$ cat src/rtl/stream_rr_arbiter.sv
// Packet-granular round-robin arbiter for N valid/ready streams onto one output.
// A single-entry skid register keeps every in_ready driven straight from a flop.
module stream_rr_arbiter #(
    parameter int unsigned N  = 4,
    parameter int unsigned DW = 16,
    parameter int unsigned IW = $clog2(N)
) (
    input  logic            clk,
    input  logic            rst_n,
    input  logic [N*DW-1:0] in_data,
    input  logic [N-1:0]    in_valid,
    input  logic [N-1:0]    in_last,
    output logic [N-1:0]    in_ready,
    output logic [DW-1:0]   out_data,
    output logic            out_valid,
    output logic            out_last,
    output logic [IW-1:0]   out_id,
    input  logic            out_ready
);

    typedef enum logic [1:0] {
        IDLE = 2'd0,
        PASS = 2'd1,
        SKID = 2'd2
    } state_e;

    state_e          state_q, state_d;
    logic [IW-1:0]   grant_q, grant_d;
    logic [IW-1:0]   ptr_q, ptr_d;
    logic [N-1:0]    in_ready_q, in_ready_d;
    logic [DW-1:0]   skid_data_q, skid_data_d;
    logic            skid_last_q, skid_last_d;

    logic [DW-1:0]   in_data_a [N];
    logic            pick_found;
    logic [IW-1:0]   pick_idx;
    int unsigned     cand;
    logic            accept;

    // Successor of a requester index, wrapping N-1 -> 0 for any N.
    function automatic logic [IW-1:0] inc_wrap(input logic [IW-1:0] v);
        if (v == IW'(N - 1)) begin
            return '0;
        end
        return v + IW'(1);
    endfunction

    function automatic logic [N-1:0] onehot(input logic [IW-1:0] idx);
        logic [N-1:0] oh;
        oh      = '0;
        oh[idx] = 1'b1;
        return oh;
    endfunction

    always_comb begin : unpack_data
        for (int i = 0; i < int'(N); i++) begin
            in_data_a[i] = in_data[i*DW +: DW];
        end
    end

    // First valid requester searching ptr, ptr+1, ..., wrapping back to ptr-1.
    always_comb begin : rr_pick
        pick_found = 1'b0;
        pick_idx   = '0;
        cand       = 0;
        for (int unsigned k = 0; k < N; k++) begin
            cand = 32'(ptr_q) + k;
            if (cand >= N) begin
                cand = cand - N;
            end
            if (!pick_found && in_valid[IW'(cand)]) begin
                pick_found = 1'b1;
                pick_idx   = IW'(cand);
            end
        end
    end

    always_comb begin : next_state
        state_d     = state_q;
        grant_d     = grant_q;
        ptr_d       = ptr_q;
        in_ready_d  = in_ready_q;
        skid_data_d = skid_data_q;
        skid_last_d = skid_last_q;
        accept      = in_valid[grant_q] & in_ready_q[grant_q];

        case (state_q)
            IDLE: begin
                in_ready_d = '0;
                if (pick_found) begin
                    grant_d    = pick_idx;
                    in_ready_d = onehot(pick_idx);
                    state_d    = PASS;
                end
            end
            PASS: begin
                if (accept) begin
                    if (out_ready) begin
                        if (in_last[grant_q]) begin
                            in_ready_d = '0;
                            ptr_d      = inc_wrap(grant_q);
                            state_d    = IDLE;
                        end
                    end else begin
                        // Downstream stalled on an accepted beat: park it.
                        skid_data_d = in_data_a[grant_q];
                        skid_last_d = in_last[grant_q];
                        in_ready_d  = '0;
                        state_d     = SKID;
                    end
                end
            end
            SKID: begin
                if (out_ready) begin
                    if (skid_last_q) begin
                        ptr_d   = inc_wrap(grant_q);
                        state_d = IDLE;
                    end else begin
                        in_ready_d = onehot(grant_q);
                        state_d    = PASS;
                    end
                end
            end
            default: begin
                in_ready_d = '0;
                state_d    = IDLE;
            end
        endcase
    end

    always_comb begin : out_mux
        out_id    = grant_q;
        out_data  = '0;
        out_valid = 1'b0;
        out_last  = 1'b0;
        case (state_q)
            PASS: begin
                out_data  = in_data_a[grant_q];
                out_valid = in_valid[grant_q];
                out_last  = in_last[grant_q];
            end
            SKID: begin
                out_data  = skid_data_q;
                out_valid = 1'b1;
                out_last  = skid_last_q;
            end
            default: begin
                out_data  = '0;
                out_valid = 1'b0;
                out_last  = 1'b0;
            end
        endcase
    end

    assign in_ready = in_ready_q;

    always_ff @(posedge clk) begin : ctrl_regs
        if (!rst_n) begin
            state_q     <= IDLE;
            grant_q     <= '0;
            ptr_q       <= '0;
            in_ready_q  <= '0;
            skid_last_q <= 1'b0;
        end else begin
            state_q     <= state_d;
            grant_q     <= grant_d;
            ptr_q       <= ptr_d;
            in_ready_q  <= in_ready_d;
            skid_last_q <= skid_last_d;
        end
    end

    // Payload register is not reset; it is only read while in SKID.
    always_ff @(posedge clk) begin : skid_reg
        skid_data_q <= skid_data_d;
    end

    a_ready_onehot0: assert property (@(posedge clk) disable iff (!rst_n)
        $onehot0(in_ready_q));

    a_ptr_range: assert property (@(posedge clk) disable iff (!rst_n)
        32'(ptr_q) < N);

endmodule

$ cat config.mk
export PLATFORM = sky130hd
export DESIGN_NAME = stream_rr_arbiter
export DESIGN_NICKNAME = d
export VERILOG_FILES = /design/src/rtl/stream_rr_arbiter.sv
export SDC_FILE = /design/constraint.sdc
export NUM_CORES = 1
export LEC_CHECK = 0
export ABC_AREA = 1
export BUFFER_PORTS_ARGS = -buffer_cell sky130_fd_sc_hd__buf_2
export CAP_MARGIN = 40
export CORE_MARGIN = 3
export CORE_UTILIZATION = 53
export CTS_BUF_LIST = sky130_fd_sc_hd__clkbuf_4 sky130_fd_sc_hd__clkbuf_8
export CTS_CLUSTER_SIZE = 40
export DETAILED_ROUTE_END_ITERATION = 16
export HOLD_SLACK_MARGIN = 0.02
export PLACE_DENSITY_LB_ADDON = 0.08
export SLEW_MARGIN = 20
export SYNTH_ARGS = -nofsm -noshare
export SYNTH_HDL_FRONTEND = slang
export SYNTH_SLANG_ARGS = --single-unit
export TNS_END_PERCENT = 50
$ cat constraint.sdc
create_clock -name clk -period 3.1 [get_ports clk]
set_clock_uncertainty 0.1 [all_clocks]
set_input_delay 0.155 -clock clk [delete_from_list [all_inputs] [get_ports clk]]
set_output_delay 0.155 -clock clk [all_outputs]
set_load 0.005 [all_outputs]
== Word-level counts from Yosys, hierarchy flattened ==
Cells that the tools add are included.

* Eq/ne operators: 11
* Bitwise operators: 3
* $add $sub $neg: 8
* Reduce and logical (&&, ||, !) cells: 15
* Muxes and demuxes: 67
* Magnitude comparators: 13

{| class="wikitable"
|+ Operator list
! operator !! number
|-
| 2-bit two-way mux || 21
|-
| 16-bit binary-select mux with 2-bit select || 1
|-
| 16-bit two-way mux || 2
|-
| 16-bit one-hot mux with 2 select lines || 1
|-
| 4-bit two-way mux || 6
|-
| 1-bit two-way mux || 22
|-
| 2-bit by 3-bit less-than comparator with 1-bit output, second input constant || 6
|-
| 1-bit binary-select mux with 2-bit select || 7
|-
| 2-bit != test, second input constant || 7
|-
| 3-bit >= comparator, second input constant || 4
|-
| 4-bit one-hot mux with 3 select lines || 1
|-
| 4-bit AND reduction || 2
|-
| 2-bit by 1-bit subtractor with 2-bit output, second input constant || 4
|-
| 2-bit by 2-bit adder with 3-bit output, second input constant || 2
|-
| 2-bit one-hot mux with 3 select lines || 1
|-
| 6-bit AND reduction || 1
|-
| 1-bit logical AND || 5
|-
| 1-bit demux with 2-bit select || 2
|-
| 2-bit == test, second input constant || 2
|-
| 2-bit by 1-bit >= comparator with 1-bit output, second input constant || 2
|-
| 1-bit one-hot mux with 2 select lines || 2
|-
| 2-bit one-hot mux with 2 select lines || 1
|-
| 2-bit by 1-bit adder with 3-bit output, second input constant || 1
|-
| 2-bit by 3-bit >= comparator with 1-bit output, second input constant || 1
|-
| other kinds (11) || 13
|}

* Flip-flop bits (word level): 27
* Logic and storage cells: 123
* Output and inout bits: 24
* Bits of input ports: 75

== Depth between registers and ports, before layout ==
Gate-level depths: netlist (run 1).

* Depth in word-level cells: 20
* Gate-level depth with buffers: 15
* Gate-level depth less buffers: 15

== Worst setup path before layout (run 1) ==
No wires, ideal clock.

* Path type: reg-to-reg
* Start point: register grant_q[0], in the netlist out_id[0]
* End point: register skid_data_q[0] (enable)
* Buffers on the path: 1
* Cell stages (with the launch flop): 6
* Data arrival time: 1.651 ns
* Setup slack: 0.960 ns
* Required time: 2.611 ns
* Setup time: 0.389 ns
* Period minus slack after synthesis: 2.140 ns
* Cells stage by stage: dfxtp_1 buf_6 o21ai_1 o22ai_2 nand2_2 nor2_1

* Cells in the longest elaborated chain, start to end: 4
* Elaborated cells between the ends (all ways): 6
* Classes of those cells: mux: 4; bitwise: 1; reduce/logical: 1

{| class="wikitable"
|+ Ends and longest elaborated chain
! item !! RTL line !! RTL
|-
| start: declaration || 28 || <nowiki>logic [IW-1:0] grant_q, grant_d;</nowiki>
|-
| start signal: assignment || 166 || <nowiki>grant_q <= grant_d;</nowiki>
|-
| 1-bit binary-select mux with 2-bit select || 85 || <nowiki>accept = in_valid[grant_q] & in_ready_q[grant_q];</nowiki>
|-
| 1-bit two-way mux (implied by the code) || 85 ||
|-
| 1-bit bitwise AND * || 85 ||
|-
| 3-bit AND reduction (no line) * || n/a ||
|-
| end signal: assignment || 175 || <nowiki>skid_data_q <= skid_data_d;</nowiki>
|-
| end: declaration || 31 || <nowiki>logic [DW-1:0] skid_data_q, skid_data_d;</nowiki>
|}

Mark *: on every way between the ends. The rest lies on a longest branch, timed or not. The select of a mux whose other input is x is not followed.
A chain may end at the register's enable or synchronous reset.

== Worst setup path in the final report (run 1) ==
* Start point: register state_q[0]
* End point: output out_data[6]

* Cells in the longest elaborated chain, start to end: 2
* Elaborated cells between the ends (all ways): 3
* Classes of those cells: eq/ne: 2; mux: 1

{| class="wikitable"
|+ Ends and longest elaborated chain
! item !! RTL line !! RTL
|-
| start: declaration || 27 || <nowiki>state_e state_q, state_d;</nowiki>
|-
| start signal: assignment || 165 || <nowiki>state_q <= state_d;</nowiki>
|-
| 2-bit == test / 2-bit by 1-bit == test with 1-bit output (equally long branches) || 136 || <nowiki>case (state_q)</nowiki>
|-
| 16-bit one-hot mux with 2 select lines * || 136 ||
|-
| end: declaration || 14 || <nowiki>output logic [DW-1:0] out_data,</nowiki>
|}

Mark *: on every way between the ends. The rest lies on a longest branch, timed or not.

==> results.md, run 1 <==
- Largest net degree at the start of global routing: 43
- Worst skew pair latency: 0.28 ns
- Outcome: finished clean
- Power Dens Cells: 737 nW/µm²
- Gr usage total: 0.256
- Critical-path maximum fanout: 18
- CTS max path bufs: 2
- Critical path class: reg2out
- Hold-fix buffers, CTS: 0
- Post-synth top area share: 0.215
- Cell accounting for the most synthesized area: edfxtp_1
- Drt total wl: 6370 µm
- Die Width: 71.0 µm
- Sequential Power Share: 0.254
- HPWL after DPL: 4720 µm
- Worst Max-Slew Pin Slew: 0.623 ns
- Layout cells sized above 1: 0.310
- Filler cell count: 390
- Crit path cell chain: inv_1 -> ha_1 -> clkinv_1 -> a21oi_1 -> buf_2
- Clk pwr share: 0.101
- Die H: 71.0 µm
- Mapped Cells: 342
- Port Buf Inserts: 98
- Fmax achieved: 0.457 GHz
- First-pass detailed-route iteration total: 5
- Post-Syn Area: 2240 µm²
- Inserted Diodes: 0
- Sequential area share after synthesis: 0.313
- Endpoints failing hold: 0
- Internal Pwr Total: 1.01 mW
- Largest stage delay on the critical path: 0.40 ns
- CTS Buf Count: 3
- DR vias/cell: 5.45
- Core box area: 4030 µm²
- Net Count, Synth: 425
- Hold Path Class: in2reg
- Post-CTS Resized: 0
- Slew headroom: 0.584
- Pleak: 1.33 nW
- Setup-failing EPs final: 0
- # nets final: 516
- Peak VDD IR: 558 µV
- RSZ-0062 raised after global routing: false
- Synthesis warning total: 0
- Crit share post-route: 0.706
- Pre-CTS WS: 0.988 ns
- Final slew viol count: 0
- Yosys reg bits: 27
- # rows: 23
- DR iter-0 viols: 151
- Worst path required time: 2.84 ns
- Htree depth: 1
- Count of cell types in the netlist: 31
- I/O pin cnt: 99
- Gate power share: 0.645
- CP max-delay cell: clkinv_1
- NetSw: 1.04 mW
- Gr ovfl total: 0
- Mean Syn Cell Area: 6.55 µm²
- Vias in the first global route: 2441
- Die area: 5040 µm²
- Area Overhead vs Synth: 24.4%
- Top cells by area, synth: edfxtp_1 21%, nand2_1 16%, dfxtp_1 9.8%, o21ai_0 8.7%, nor2_1 8.0%
- WP data arrival: 1.93 ns
- RePlAce Congestion: 0.806
- Drt wl/cell: 13.2 µm
- Critical path startpoint category: register
- CTS tree: built
- Max Cap Viol: 0
- CP Capture Type: primary output
- Post CTS Setup Buffer Count: 0
- Post-layout min period: 2.19 ns
- Initial antenna violation count: 0
- First-pass GRT wire length: 10600 µm
- Starting Density: 0.556
- Residual DRC count: 0
- Clk root buf: clkbuf_8
- Clock sink count: 27
- Antenna Nets Post-Route: 0
- Setup TNS Final: 0 ns
- Vias after detailed routing: 2627
- Register clock-pin slew on the reported worst setup and hold paths: 0.10 ns
- PnR worst setup slack: 0.913 ns
- Switching Fraction: 0.506
-- worst paths after layout --
check | endpoint | from | cells past startpoint | slack [ns]
max | out_data[6] | state_q[0] | 5 | 0.91
min | ptr_q[0] | rst_n | 3 | 0.06
max reg2reg | ptr_q[0] | out_id[1] | 10 | 1.04
min reg2reg | in_ready[0] | in_ready[0] | 2 | 0.39
-- sequential cells by signal, indices dropped and copies added, names as in the netlist --
signal and flops:
in_ready 4, out_id 2, ptr_q 2, skid_data_q 16, skid_last_q 1, state_q 2
-- kinds of logic (layout without fill, tap and decap cells) --
family	count (synthesis)	after routing	share of synthesized area
AND/OR/NAND/NOR	175	175	0.334
AO/OA/AOI/OAI	92	92	0.227
buffers and inverters	40	130	0.0816
flip-flops	27	27	0.313
adder cells (fa/ha/maj)	8	8	0.0447
-- cell usage after synthesis (all sizes together) --
cell type / number
clkbuf: 9
o22ai: 17
nand4: 3
nor3: 3
nand2: 108
o21ai: 48
inv: 22
edfxtp: 16
a21oi: 26
nor2: 52
clkinv: 1
buf: 7
nor4: 1
a211oi: 1
nand3: 8
dfxtp: 11
dlygate4sd1: 1
ha: 8
-- area by class of cell --
cell class,instances,area (µm²),share of cell area
flip-flops and latches,27,701,0.251
well taps,50,62.6,0.0225
clock inverters,1,7.51,0.00269
inverters,23,86.3,0.0310
repair buffers,103,532,0.191
clock buffers,3,41.3,0.0148
multi-input cells,275,1360,0.487
-- layer usage --
layer / track usage / vias up / wire length [µm]
met5: 0 / - / 0
met4: 0.0835 / 0 / 102
met3: 0.0369 / 11 / 493
met2: 0.422 / 109 / 2970
met1: 0.345 / 1188 / 2810
li1: - / 1319 / -
-- worst max-delay path: cells and delay by family, from the launching register on --
family	cells	cell delay [ns]
buf+inv	3	0.65
fa+ha+maj	1	0.28
compound gates	1	0.32
flops	1	0.39
-- through the flow --
stage	std cells	total power [mW]	area, µm²	util	hold slack (ns)
2_1_floorplan	342	1.52	2240	-	0.175
3_3_place_gp	477	1.80	2730	0.677	0.338
3_5_place_dp	477	1.84	2730	0.677	0.354
4_1_cts	481	2.04	2780	0.689	0.0548
5_1_grt	482	2.25	2790	0.692	0.0516
6_report	482	2.05	2790	0.692	0.0583
-- placed cells by master (no fill, tap or decap), types with 3 or more instances in the layout --
master and count:
edfxtp_1 16, nand2_2 12, buf_2 98, o21ai_0 39, buf_4 4, nand4_1 3
nor2_2 3, inv_1 18, nand3_1 7, clkbuf_8 3, o22ai_1 16, o21ai_1 7
a21oi_1 25, nand2_1 96, nor2_1 48, inv_2 4, dfxtp_1 11, ha_1 8
-- power groups by stage --
stage / clock network (mW) / registers (mW) / logic (mW)
6_report: 0.207 / 0.521 / 1.32
5_1_grt: 0.222 / 0.529 / 1.49
4_1_cts: 0.210 / 0.520 / 1.31
3_3_place_gp: 0 / 0.525 / 1.28
2_1_floorplan: 0 / 0.523 / 0.996
3_5_place_dp: 0 / 0.528 / 1.31
(Power assumes the default switching activity.)
==> run 2: changes to the inputs <==
Settings changed: CORE_UTILIZATION 53 to 45.
Clock period 3.1 ns to 1.99 ns, I/O delays scaled along.
==> results.md, run 2 (synthesized netlist as in run 1, its figures left out) <==
- DR vias/cell: 5.01 (-8.1%)
- Setup TNS Final: 0 ns (unchanged)
- Outcome: finished clean
- Final instance area: 2940 µm² (+5.3%)
- Slew headroom: 0.791 (+0.208)
- Die area: 5860 µm² (+16%)
- FF-to-FF setup slack: 0.19 ns (-0.85 ns)
- Setup-failing EPs final: 0 (unchanged)
- Die Width: 76.5 µm (+7.8%)
- Most frequent cells in the layout: 98 x buf_2, 96 x nand2_1, 47 x nor2_1, 39 x o21ai_0, 25 x a21oi_1
- First-pass detailed-route iteration total: 4 (-1)
- Terminus of the critical flop-to-flop path: ptr_q[0]
- Critical path startpoint category: register
- DR iter-0 viols: 141 (-6.6%)
- Number of flip-flops in the largest register: 16 (unchanged)
- Clk root buf: clkbuf_8
- Met1 Use GR: 0.282 (-0.0631)
- Pleak: 1.40 nW (+5.3%)
- Cell Area, Placed: 2850 µm² (+4.6%)
- Cell depth of the worst flop-to-flop path: 10 (unchanged)
- Hold depth: 3 (unchanged)
- I/O pin cnt: 99 (unchanged)
- CTS tree: built
- Post CTS Setup Buffer Count: 0 (unchanged)
- Critical path class: reg2out
- Filler cell count: 481 (+23%)
- Area Overhead vs Synth: 31.1%
- Antenna Nets Post-Route: 0 (unchanged)
- Clock sink count: 27 (unchanged)
- Initial antenna violation count: 0 (unchanged)
- Worst skew pair latency: 0.28 ns (about the same)
- Power Dens Cells: 1150 nW/µm² (+56%)
- Layout cells sized above 1: 0.340 (+0.0299)
- Final slew viol count: 0 (unchanged)
- Drt total wl: 6530 µm (+2.5%)
- Fmax achieved: 0.540 GHz
- HPWL after DPL: 5110 µm (+8.2%)
- Largest net degree at the start of global routing: 27 (-37%)
- Gr usage total: 0.214 (-0.0421)
- Vias after detailed routing: 2559 (-2.6%)
- Port Buf Inserts: 98 (unchanged)
- Most flops, register: skid_data_q
- Power Total: 3.36 mW (+64%)
- Post-layout min period: 1.85 ns
- Critical-path maximum fanout: 25 (+7)
- Grt peak-use layer: met2
- # rows: 25 (+8.7%)
- Worst R2R Start: out_id[0]
- Worst Max-Slew Pin Slew: 0.313 ns (-0.311 ns)
- Drt wl/cell: 12.8 µm (-3.3%)
- Register clock-pin slew on the reported worst setup and hold paths: 0.10 ns (about the same)
- Max Cap Viol: 0 (unchanged)
- Min-delay src: in_data[5]
- Inserted Diodes: 0 (unchanged)
- Hold Path Class: in2reg
- First-pass GRT wire length: 10500 µm (-0.78%)
- Residual DRC count: 0 (unchanged)
- Core box area: 4750 µm² (+18%)
- Peak VDD IR: 636 µV (+14%)
- WP data arrival: 1.65 ns (-0.28 ns)
- Htree depth: 1 (unchanged)
- Most common cell after layout, fill and taps aside: buf_2
- Crit share post-route: 0.930
- Endpoints failing hold: 0 (unchanged)
- RSZ-0062 raised after global routing: false
- Worst path required time: 1.79 ns (-1.05 ns)
- Hold Path End: skid_data_q[5]
- Starting Density: 0.471 (-0.0848)
- # nets final: 528 (+2.3%)
- Vias in the first global route: 2322 (-4.9%)
- Gr ovfl total: 0 (unchanged)
- M3 GR Usage: 0.0331 (-0.00383)
- Grt met2 use: 0.370 (-0.0523)
- CP Capture Type: primary output
- RePlAce Congestion: 0.834 (+3.5%)
- Die H: 76.5 µm (+7.8%)
- CTS Buf Count: 3 (unchanged)
- CTS max path bufs: 2 (unchanged)
run 2: how the worst max path moves through the flow:
stage	start	to	depth (start not counted)
global placement	out_id[0]	in_ready[2]	10
CTS	state_q[0]	out_data[11]	6
finish	out_id[0]	out_data[15]	7
global route	out_id[0]	out_data[3]	7
detailed placement	out_id[0]	ptr_q[0]	10
floorplan	out_id[0]	skid_data_q[0]	5
run 2: routing by layer:
| metal | wire (µm) | vias up |
|---|---|---|
| met5 | 0 | - |
| met4 | 51 | 0 |
| met3 | 413 | 5 |
| met2 | 3060 | 75 |
| met1 | 3010 | 1137 |
| li1 | - | 1342 |
run 2: stage by stage:
| stage | std cells | hold WS, ns | utilization | worst slack, ns |
|---|---|---|---|---|
| 2_1_floorplan | 342 | 0.120 | - | 0.116 |
| 3_3_place_gp | 506 | 0.288 | 0.600 | 0.219 |
| 3_5_place_dp | 506 | 0.285 | 0.600 | 0.167 |
| 4_1_cts | 511 | 0.109 | 0.613 | 0.00984 |
| 5_1_grt | 511 | 0.107 | 0.617 | 0.00130 |
| 6_report | 511 | 0.0976 | 0.617 | 0.139 |
run 2: power by group:
group / switching (mW) / leakage [nW] / internal, mW / total (mW)
Combinational: 1.37 / 1.14 / 0.823 / 2.19
Sequential: 0.0978 / 0.235 / 0.736 / 0.834
Clock: 0.197 / 0.0217 / 0.143 / 0.340
Total: 1.66 / 1.40 / 1.70 / 3.36
run 2: critical path: stages, from the launching register on:
cell and delay, ns:
dfxtp_2 0.38, inv_4 0.14, buf_6 0.22, nor2_1 0.06, o22ai_1 0.22, nand2_1 0.07, a21oi_1 0.13, buf_2 0.14
run 2: repair_timing:
action,in CTS,in global routing
hold buffers,1,0
pin swaps,0,1
hold endpoints to repair,4,0
resized for setup,1,8
setup endpoints to repair,5,20
run 2: area by class of cell:
cell class	instances	area, µm²	share of cell area
clock buffers	3	41.3	0.0141
flip-flops and latches	27	704	0.240
repair buffers	115	644	0.220
well taps	67	83.8	0.0286
clock inverters	1	7.51	0.00256
inverters	23	88.8	0.0303
multi-input cells	275	1370	0.465
==> run 3: changes to the inputs <==
Settings changed: CAP_MARGIN 40 to unset, CORE_UTILIZATION 45 to 53.
Clock period 1.99 ns to 2.21 ns, I/O delays scaled along.
==> results.md, run 3 (synthesized netlist as in run 1, its figures left out) <==
- Outcome: finished clean
- # rows: 23 (-8.0%)
- Slew headroom: 0.759 (-0.0325)
- Htree depth: 1 (unchanged)
- Worst skew pair latency: 0.27 ns (about the same)
- Setup-failing EPs final: 0 (unchanged)
- Sequential Power Share: 0.250 (+0.002)
- Vias in the first global route: 2412 (+3.9%)
- Pleak: 1.38 nW (-1.8%)
- Largest net degree at the start of global routing: 29 (+7.4%)
- Non-filler instance count after layout: 491 (-3.9%)
- Register clock-pin slew on the reported worst setup and hold paths: 0.10 ns (about the same)
- Most common cell after layout, fill and taps aside: buf_2
- Crit share post-route: 0.901
- Inserted Diodes: 0 (unchanged)
- Layout cells sized above 1: 0.322 (-0.0181)
- CP Capture Type: primary output
- Gr usage total: 0.261 (+0.0474)
- Die area: 5040 µm² (-14%)
- RSZ-0062 raised after global routing: false
- Die H: 71.0 µm (-7.2%)
- Drt total wl: 6680 µm (+2.3%)
- DR iter-0 viols: 191 (+35%)
- Peak VDD IR: 646 µV (+1.5%)
- Core box area: 4030 µm² (-15%)
- Clk root buf: clkbuf_8
- Power Dens Cells: 1040 nW/µm² (-9.4%)
- Die Width: 71.0 µm (-7.2%)
- Critical path startpoint category: register
- Drt wl/cell: 13.6 µm (+6.4%)
- Port Buf Inserts: 98 (unchanged)
- Setup TNS Final: 0 ns (unchanged)
- Gr ovfl total: 0 (unchanged)
- CTS max path bufs: 2 (unchanged)
- Switching Fraction: 0.499 (+0.00504)
- First-pass detailed-route iteration total: 5 (+1)
- Internal Pwr Total: 1.49 mW (-13%)
- CTS tree: built
- First-pass GRT wire length: 10800 µm (+2.8%)
- DR vias/cell: 5.37 (+7.2%)
- Number of flip-flops in the largest register: 16 (unchanged)
- Gate power share: 0.654 (+0.003)
- Post-layout min period: 1.99 ns
- Worst Max-Slew Pin Slew: 0.358 ns (+0.0454 ns)
- Critical-path maximum fanout: 28 (+12%)
- Most flops, register: skid_data_q
- Initial antenna violation count: 0 (unchanged)
- Critical path class: reg2out
- Most frequent cells in the layout: 98 x buf_2, 96 x nand2_1, 48 x nor2_1, 39 x o21ai_0, 25 x a21oi_1
- Starting Density: 0.556 (+0.0848)
- CTS Buf Count: 3 (unchanged)
- WP data arrival: 1.78 ns (+0.13 ns)
- # nets final: 525 (-0.57%)
- Antenna Nets Post-Route: 0 (unchanged)
- RePlAce Congestion: 0.882 (+5.7%)
- Fmax achieved: 0.502 GHz
- Max Cap Viol: 0 (unchanged)
- Residual DRC count: 0 (unchanged)
- Hold Path Class: in2reg
- Clock sink count: 27 (unchanged)
- FF-to-FF setup slack: 0.35 ns (+0.16 ns)
- I/O pin cnt: 99 (unchanged)
- Final slew viol count: 0 (unchanged)
- Clk pwr share: 0.096 (-0.005)
- Endpoints failing hold: 0 (unchanged)
- Vias after detailed routing: 2636 (+3.0%)
- Inst Count DP: 486 (-4.0%)
- Area Overhead vs Synth: 27.5%
- NetSw: 1.48 mW (-11%)
- HPWL after DPL: 5180 µm (+1.3%)
- Worst path required time: 2.00 ns (+0.21 ns)
-- run 3: routing by layer --
| layer | track usage | wire, µm | vias up |
|---|---|---|---|
| met5 | 0 | 0 | - |
| met1 | 0.381 | 3040 | 1208 |
| met4 | 0.0564 | 31 | 0 |
| met2 | 0.421 | 3190 | 83 |
| met3 | 0.0241 | 411 | 6 |
| li1 | - | - | 1339 |
-- run 3: worst max-delay path, cell delays in order (launching register included) --
cell,delay [ns]
dfxtp_1,0.35
inv_2,0.21
buf_6,0.25
o21ai_0,0.10
o22ai_1,0.22
nand2_1,0.08
a21oi_1,0.15
buf_2,0.14
-- run 3: timing repair --
action	4_1_cts	5_1_grt
resized for setup	0	1
hold endpoints to repair	1	0
hold buffers	1	0
buffers inserted	0	0
setup endpoints to repair	0	3
-- run 3: power groups by stage --
stage / clock [mW] / sequential (mW) / combinational, mW
6_report: 0.286 / 0.741 / 1.94
5_1_grt: 0.313 / 0.751 / 2.20
4_1_cts: 0.292 / 0.739 / 1.92
3_5_place_dp: 0 / 0.750 / 1.91
3_3_place_gp: 0 / 0.745 / 1.88
2_1_floorplan: 0 / 0.733 / 1.40
-- run 3: final timing paths --
path,startpoint,endpoint,cells after the start
min reg2reg,in_ready[2],in_ready[2],2
max reg2reg,out_id[0],ptr_q[1],8
min,in_data[13],skid_data_q[13],3
max,out_id[0],out_data[2],7
-- run 3: cell type report --
cell class | instances | area, µm²
Multi-Input combinational cell | 275 | 1360
Fill cell | 367 | 1170
Sequential cell | 27 | 701
Timing Repair Buffer | 112 | 602
Inverter | 23 | 86.3
Tap cell | 50 | 62.6
Clock buffer | 3 | 41.3
Clock inverter | 1 | 7.51
-- run 3: stage by stage --
step / util / setup WS [ns] / area, µm² / power (mW) / hold WS, ns
6_report: 0.709 / 0.220 / 2860 / 2.97 / 0.122
3_3_place_gp: 0.693 / 0.416 / 2790 / 2.63 / 0.301
2_1_floorplan: - / 0.0696 / 2240 / 2.13 / 0.131
4_1_cts: 0.708 / 0.167 / 2850 / 2.95 / 0.128
3_5_place_dp: 0.693 / 0.384 / 2790 / 2.66 / 0.305
5_1_grt: 0.709 / 0.0164 / 2860 / 3.26 / 0.161
